--- src/rtl/atm_pkg.sv ---
// Shared types and default parameters for the ATM cash-intake datapath.
package atm_pkg;

  localparam int unsigned N_DENOM_DEFAULT = 6;
  localparam int unsigned AMT_W_DEFAULT   = 8;
  localparam int unsigned TOTAL_W_DEFAULT = 12;

  // Slice i holds the value of switch[i]; slice 0 is the least significant byte.
  localparam logic [N_DENOM_DEFAULT*AMT_W_DEFAULT-1:0] DENOM_VALUES_DEFAULT =
    {8'd100, 8'd50, 8'd20, 8'd10, 8'd5, 8'd1};

  typedef enum logic {
    ACCUM = 1'b0,
    HOLD  = 1'b1
  } state_t;

endpackage

--- src/rtl/switch_debouncer.sv ---
// Synchronises a raw switch bank and accepts a value only after DEBOUNCE identical samples.
module switch_debouncer #(
  parameter int unsigned WIDTH    = 6,
  parameter int unsigned DEBOUNCE = 16
) (
  input  logic             clk,
  input  logic             rst_n,
  input  logic [WIDTH-1:0] raw,
  output logic [WIDTH-1:0] stable_sw
);

  localparam int unsigned CNT_W = (DEBOUNCE > 1) ? $clog2(DEBOUNCE) : 1;
  localparam logic [CNT_W-1:0] CNT_LAST = CNT_W'(DEBOUNCE - 1);

  logic [WIDTH-1:0] sync1;
  logic [WIDTH-1:0] sync2;
  logic [WIDTH-1:0] cand;
  logic [WIDTH-1:0] stable_q;
  logic [CNT_W-1:0] cnt;
  logic [CNT_W-1:0] cnt_next_c;

  // The counter saturates once the candidate has been accepted.
  always_comb begin
    cnt_next_c = cnt;
    if (sync2 != cand) begin
      cnt_next_c = '0;
    end else if (cnt != CNT_LAST) begin
      cnt_next_c = cnt + CNT_W'(1);
    end
  end

  always_ff @(posedge clk) begin
    if (!rst_n) begin
      sync1    <= '0;
      sync2    <= '0;
      cand     <= '0;
      cnt      <= '0;
      stable_q <= '0;
    end else begin
      sync1 <= raw;
      sync2 <= sync1;
      cand  <= sync2;
      cnt   <= cnt_next_c;
      // The sample arriving now is the DEBOUNCE-th identical one.
      if (cnt_next_c == CNT_LAST) begin
        stable_q <= sync2;
      end
    end
  end

  assign stable_sw = stable_q;

endmodule

--- src/rtl/denomination_accumulator.sv ---
// Debounced denomination decode, saturating deposit accumulator and valid/ready commit.
module denomination_accumulator
  import atm_pkg::*;
#(
  parameter int unsigned N_DENOM  = N_DENOM_DEFAULT,
  parameter int unsigned AMT_W    = AMT_W_DEFAULT,
  parameter int unsigned TOTAL_W  = TOTAL_W_DEFAULT,
  parameter logic [N_DENOM*AMT_W-1:0] DENOM_VALUES = DENOM_VALUES_DEFAULT,
  parameter logic [TOTAL_W-1:0] MAX_TOTAL = TOTAL_W'(4000),
  parameter int unsigned DEBOUNCE = 16
) (
  input  logic               clk,
  input  logic               rst_n,
  input  logic [N_DENOM-1:0] switch,
  input  logic               add_i,
  input  logic               clear_i,
  input  logic               commit_i,
  input  logic               out_ready_i,
  output logic [AMT_W-1:0]   amount_o,
  output logic               invalid_led_o,
  output logic [TOTAL_W-1:0] total_o,
  output logic               out_valid_o,
  output logic               sat_o
);

  localparam int unsigned POP_W = $clog2(N_DENOM + 1);

  logic [N_DENOM-1:0] stable_sw;
  logic [POP_W-1:0]   ones_c;
  logic [AMT_W-1:0]   sel_amount_c;
  logic [AMT_W-1:0]   amount_c;
  logic [TOTAL_W:0]   sum_c;

  state_t             state;
  logic [TOTAL_W-1:0] total;
  logic               sat;
  logic               out_valid;

  switch_debouncer #(
    .WIDTH    (N_DENOM),
    .DEBOUNCE (DEBOUNCE)
  ) u_debounce (
    .clk       (clk),
    .rst_n     (rst_n),
    .raw       (switch),
    .stable_sw (stable_sw)
  );

  // Population count and table lookup; the lookup is only used when exactly one bit is set.
  always_comb begin
    ones_c       = '0;
    sel_amount_c = '0;
    for (int i = 0; i < int'(N_DENOM); i++) begin
      ones_c = ones_c + POP_W'(stable_sw[i]);
      if (stable_sw[i]) begin
        sel_amount_c = DENOM_VALUES[i*AMT_W +: AMT_W];
      end
    end
    amount_c = (ones_c == POP_W'(1)) ? sel_amount_c : '0;
  end

  assign amount_o      = amount_c;
  assign invalid_led_o = (ones_c > POP_W'(1));

  // One bit of headroom so an over-limit sum is seen rather than wrapped.
  assign sum_c = {1'b0, total} + (TOTAL_W + 1)'(amount_c);

  always_ff @(posedge clk) begin
    if (!rst_n) begin
      state     <= ACCUM;
      total     <= '0;
      sat       <= 1'b0;
      out_valid <= 1'b0;
    end else begin
      case (state)
        ACCUM: begin
          if (clear_i) begin
            total <= '0;
            sat   <= 1'b0;
          end else if (commit_i) begin
            if (total != '0) begin
              state     <= HOLD;
              out_valid <= 1'b1;
            end
          end else if (add_i && (amount_c != '0)) begin
            if (sum_c <= {1'b0, MAX_TOTAL}) begin
              total <= sum_c[TOTAL_W-1:0];
            end else begin
              sat <= 1'b1;
            end
          end
        end
        HOLD: begin
          if (out_ready_i) begin
            state     <= ACCUM;
            out_valid <= 1'b0;
            total     <= '0;
            sat       <= 1'b0;
          end
        end
        default: begin
          state     <= ACCUM;
          out_valid <= 1'b0;
        end
      endcase
    end
  end

  assign total_o     = total;
  assign sat_o       = sat;
  assign out_valid_o = out_valid;

endmodule

--- config.mk ---
export PLATFORM = sky130hd
export DESIGN_NAME = denomination_accumulator
export DESIGN_NICKNAME = d
export VERILOG_FILES = /design/src/rtl/atm_pkg.sv /design/src/rtl/switch_debouncer.sv /design/src/rtl/denomination_accumulator.sv
export SDC_FILE = /design/constraint.sdc
export NUM_CORES = 1
export LEC_CHECK = 0
export BUFFER_PORTS_ARGS = -buffer_cell sky130_fd_sc_hd__buf_2
export CORE_MARGIN = 4
export CORE_UTILIZATION = 59
export DETAILED_ROUTE_END_ITERATION = 6
export PLACE_DENSITY = 0.84
export SYNTH_ARGS = -nofsm -noshare
export SYNTH_HDL_FRONTEND = slang
export SYNTH_SLANG_ARGS = --single-unit
export TNS_END_PERCENT = 5
--- constraint.sdc ---
create_clock -name clk -period 14.55 [get_ports clk]
set_input_delay 0 -clock clk [delete_from_list [all_inputs] [get_ports clk]]
set_output_delay 0 -clock clk [all_outputs]
set_load 0.02 [all_outputs]
==> impl_metrics.toml <==
[grt]
grt_pass1_vias = 1770
grt_use_met2 = 0.307
grt_use_total = 0.204
use_met3 = 0.0446
grt_max_degree = 31
top_usage_layer = "met2"
overflow = 0
antenna_found_initial = 0
grt_use_met1 = 0.285
grt_pass1_wl_um = 8200

[sta]
finalClockSkew_ps = 8.22
setup_ws_ps = 8930
finalCritPeriodShare = 0.386
finalMaxSlewViolations = 0
max_freq_ghz = 0.178
finalHoldViolCount = 0
tightest_slew_ps = 889
relSlewSlack = 0.407
period_minus_slack_ps = 5620
setup_tns_ps = 0
rsz0062_at_grt = "false"
setup_viol = 0

[flow_run]
drv_cap = 0

[clocking]
cts_made_buffers = 5
clkLatencyLatePin_ps = 290
cts_root_buf = "clkbuf_8"
cts_max_level = 2
clock-sinks = 43
cts_tree = "done"
clkTransAtPathRegs_ps = 80
cts_resized = 0
clockBufferDepth = 2

[critical_path]
r2r_end = "total_o[11]$_SDFFE_PN0P_"
cp_max_fo = 14
r2r_start = "u_debounce.stable_sw[1]$_SDFFE_PN0N_"
worstPathRequired_ps = 14790
cpMaxStageDelayCell = "a311oi_2"
crit_top_cell = "fa_1"
cp_num_cells = 21
path_cells = "inv_1 -> fa_1 -> fa_1 -> inv_1 -> ha_1 -> inv_1 -> fa_1 -> nand3_1 -> nor2_1 -> nand2_1 -> nor3_1 -> ha_1 -> fa_1 -> a211oi_2 -> nor2_2 -> o221a_2 -> xnor2_2 -> o41ai_4 -> a311oi_2 -> and3_1 -> a221o_1"
cp.buffers_inverters = 3
start_kind = "register"
arrival_ps = 5860
crit_start = "u_debounce.stable_sw[1]$_SDFFE_PN0N_"
crit_end = "total_o[11]$_SDFFE_PN0P_"
ff2ff_path_depth = 21
cp-end-kind = "register"
worstSetupPathType = "register to register"
rrSetupSlack_ps = 8930
slowest_delay_ps = 810
path_delay_family = "adder cells"

[synth]
netlist_instances = 238
ys.flop_type = "dfxtp_1"
synth-edff-count = 0
syn_avg_cell_area_um2 = 9.62
synth-seq-area-share = 0.376
ys_types = 57
ys_ff_latch = 43
yosys_warnings = 0
synth_async_sr_flop_share = 0
synth_nets = 264
synth_area_um2 = 2290

[min_path]
whs_path_depth = 4
hold_class = "primary input to register"

[floorplanning]
io_pins = 35
core_area_um2 = 3720
start_util = 0.616
fp-row-count = 22
die_w_um = 70.3
die_y_um = 70.3
dieArea_um2 = 4940

[power_and_ir_drop]
powerDensity_nw_per_um2 = 81.3
p_clk_frac = 0.381
p_leak_nw = 1.20
power_frac_comb = 0.054
seq_power_share = 0.565
ir_drop_uv = 66.9
internal_power_mw = 0.169
power_switching_mw = 0.0461
switching_share = 0.214

[placed_design]
dpl_worst_slack_ps = 9050
dp_hpwl_um = 3570
placedCellCount = 313
gp_congestion = 0.885
port-buffer-count = 33

[final_layout]
drive_above_1_share = 0.226
final_nets = 304
layout_commonest_cell = "dfxtp_1"
final_cell_mix = "dfxtp_1 (43), buf_2 (33), nor2_1 (23)"
final_cells = 327
area_growth_pct = 15.5
fillers = 279
antenna_cells = 0

[drt]
wl_per_cell_um = 14.5
via_count = 1869
postRouteWirelength_um = 4750
vias_per_cell = 5.72
drt_pass1_iterations = 4
drtIter0Drc = 82
ant_nets = 0
drc_errors = 0

[outcome]
status = "completed"
[per-layer routing]
layer	wire length, µm	vias to the layer above
li1	-	931
met1	2190	880
met2	2220	52
met3	279	6
met4	68	0
met5	0	-
[state kept, by name, summed over array words and instances, names as in the netlist, 4 cells and up]
name and flops:
total_o 12, u_debounce.stable_sw 6, u_debounce.sync2 6, u_debounce.cand 6
u_debounce.cnt 4, u_debounce.sync1 6
[per-stage QoR]
stage                     hold WS, ps  total power, mW   util  area, µm²
after detailed placement          211            0.135  0.668       2480
after global routing             88.8            0.224  0.712       2650
final                            61.5            0.215  0.712       2650
after CTS                        54.4            0.216  0.712       2650
after global placement            206            0.134  0.668       2480
after floorplan                   127            0.132      -       2290
[worst reg2reg max path, delay by kind of cell, from the launching register on]
family          cells  cell delay, ps
simple gates        6             860
compound gates      5            1710
fa+ha+maj           6            2260
xor+xnor            1             200
buf+inv             3             200
flops               1             350
[how the worst min path moves through the flow]
stage | start | end | slack, ps
floorplan | switch[0] | u_debounce.sync1[0]$_SDFF_PN0_ | 130
global placement | switch[0] | u_debounce.sync1[0]$_SDFF_PN0_ | 210
detailed placement | switch[4] | u_debounce.sync1[4]$_SDFF_PN0_ | 210
CTS | out_ready_i | out_valid_o$_SDFFE_PN0P_ | 50
global route | clear_i | total_o[8]$_SDFFE_PN0P_ | 90
finish | clear_i | total_o[8]$_SDFFE_PN0P_ | 60
[cell families after synthesis]
group                      synth area share
adders and majority gates            0.0896
AOI/OAI and AO/OA                     0.180
xor gates and xnor gates             0.0415
muxes                                0.0355
and+or+nand+nor                       0.241
other                               0.00164
buffers and inverters                0.0344
DFF                                   0.376
[Yosys cell counts, types with 2 or more instances]
cell type  instances  share of area
o21ai_0            5          0.011
nor2_1            23          0.038
and3_1             4          0.011
a31oi_1            3         0.0082
nor3b_1            3         0.0098
dfxtp_1           43           0.38
xor2_1             7          0.027
a21oi_1            4         0.0087
nand3_1            6          0.013
a22o_2             7          0.031
ha_1              10          0.055
nand2_1           10          0.016
a211oi_1           3         0.0098
nand3b_1           2         0.0066
nor3_1             6          0.013
xnor2_1            2         0.0077
mux2i_1            7          0.031
buf_4              2         0.0066
a21o_1             2         0.0066
nor2b_1           10          0.027
o21a_1             3         0.0098
clkbuf_1           4         0.0066
a21boi_0           2         0.0066
nor4_1             4          0.011
and2_1            19          0.052
fa_1               4          0.035
nand4_1            2         0.0055
a221o_1            3          0.013
inv_1             10          0.016
[cell type report]
class | instances | area (µm²) | area share
Clock buffer | 7 | 96.3 | 0.0364
Multi-Input combinational cell | 178 | 1350 | 0.510
Tap cell | 48 | 60.1 | 0.0227
Inverter | 10 | 37.5 | 0.0142
Timing Repair Buffer | 40 | 233 | 0.0880
Clock inverter | 1 | 7.51 | 0.00284
Sequential cell | 43 | 861 | 0.325
[power groups by stage]
stage | sequential, mW | clock (mW) | combinational, mW
2_1_floorplan | 0.124 | 0 | 0.00795
3_3_place_gp | 0.124 | 0 | 0.0100
3_5_place_dp | 0.124 | 0 | 0.0103
4_1_cts | 0.122 | 0.0832 | 0.0116
5_1_grt | 0.122 | 0.0887 | 0.0131
6_report | 0.122 | 0.0821 | 0.0116
[timing repair]
| item | 4_1_cts | 5_1_grt |
|---|---|---|
| hold endpoints to repair | 6 | 0 |
| buffers inserted | 0 | 0 |
| hold buffers | 6 | 0 |
Note: power is estimated with default switching activity, not from simulation.
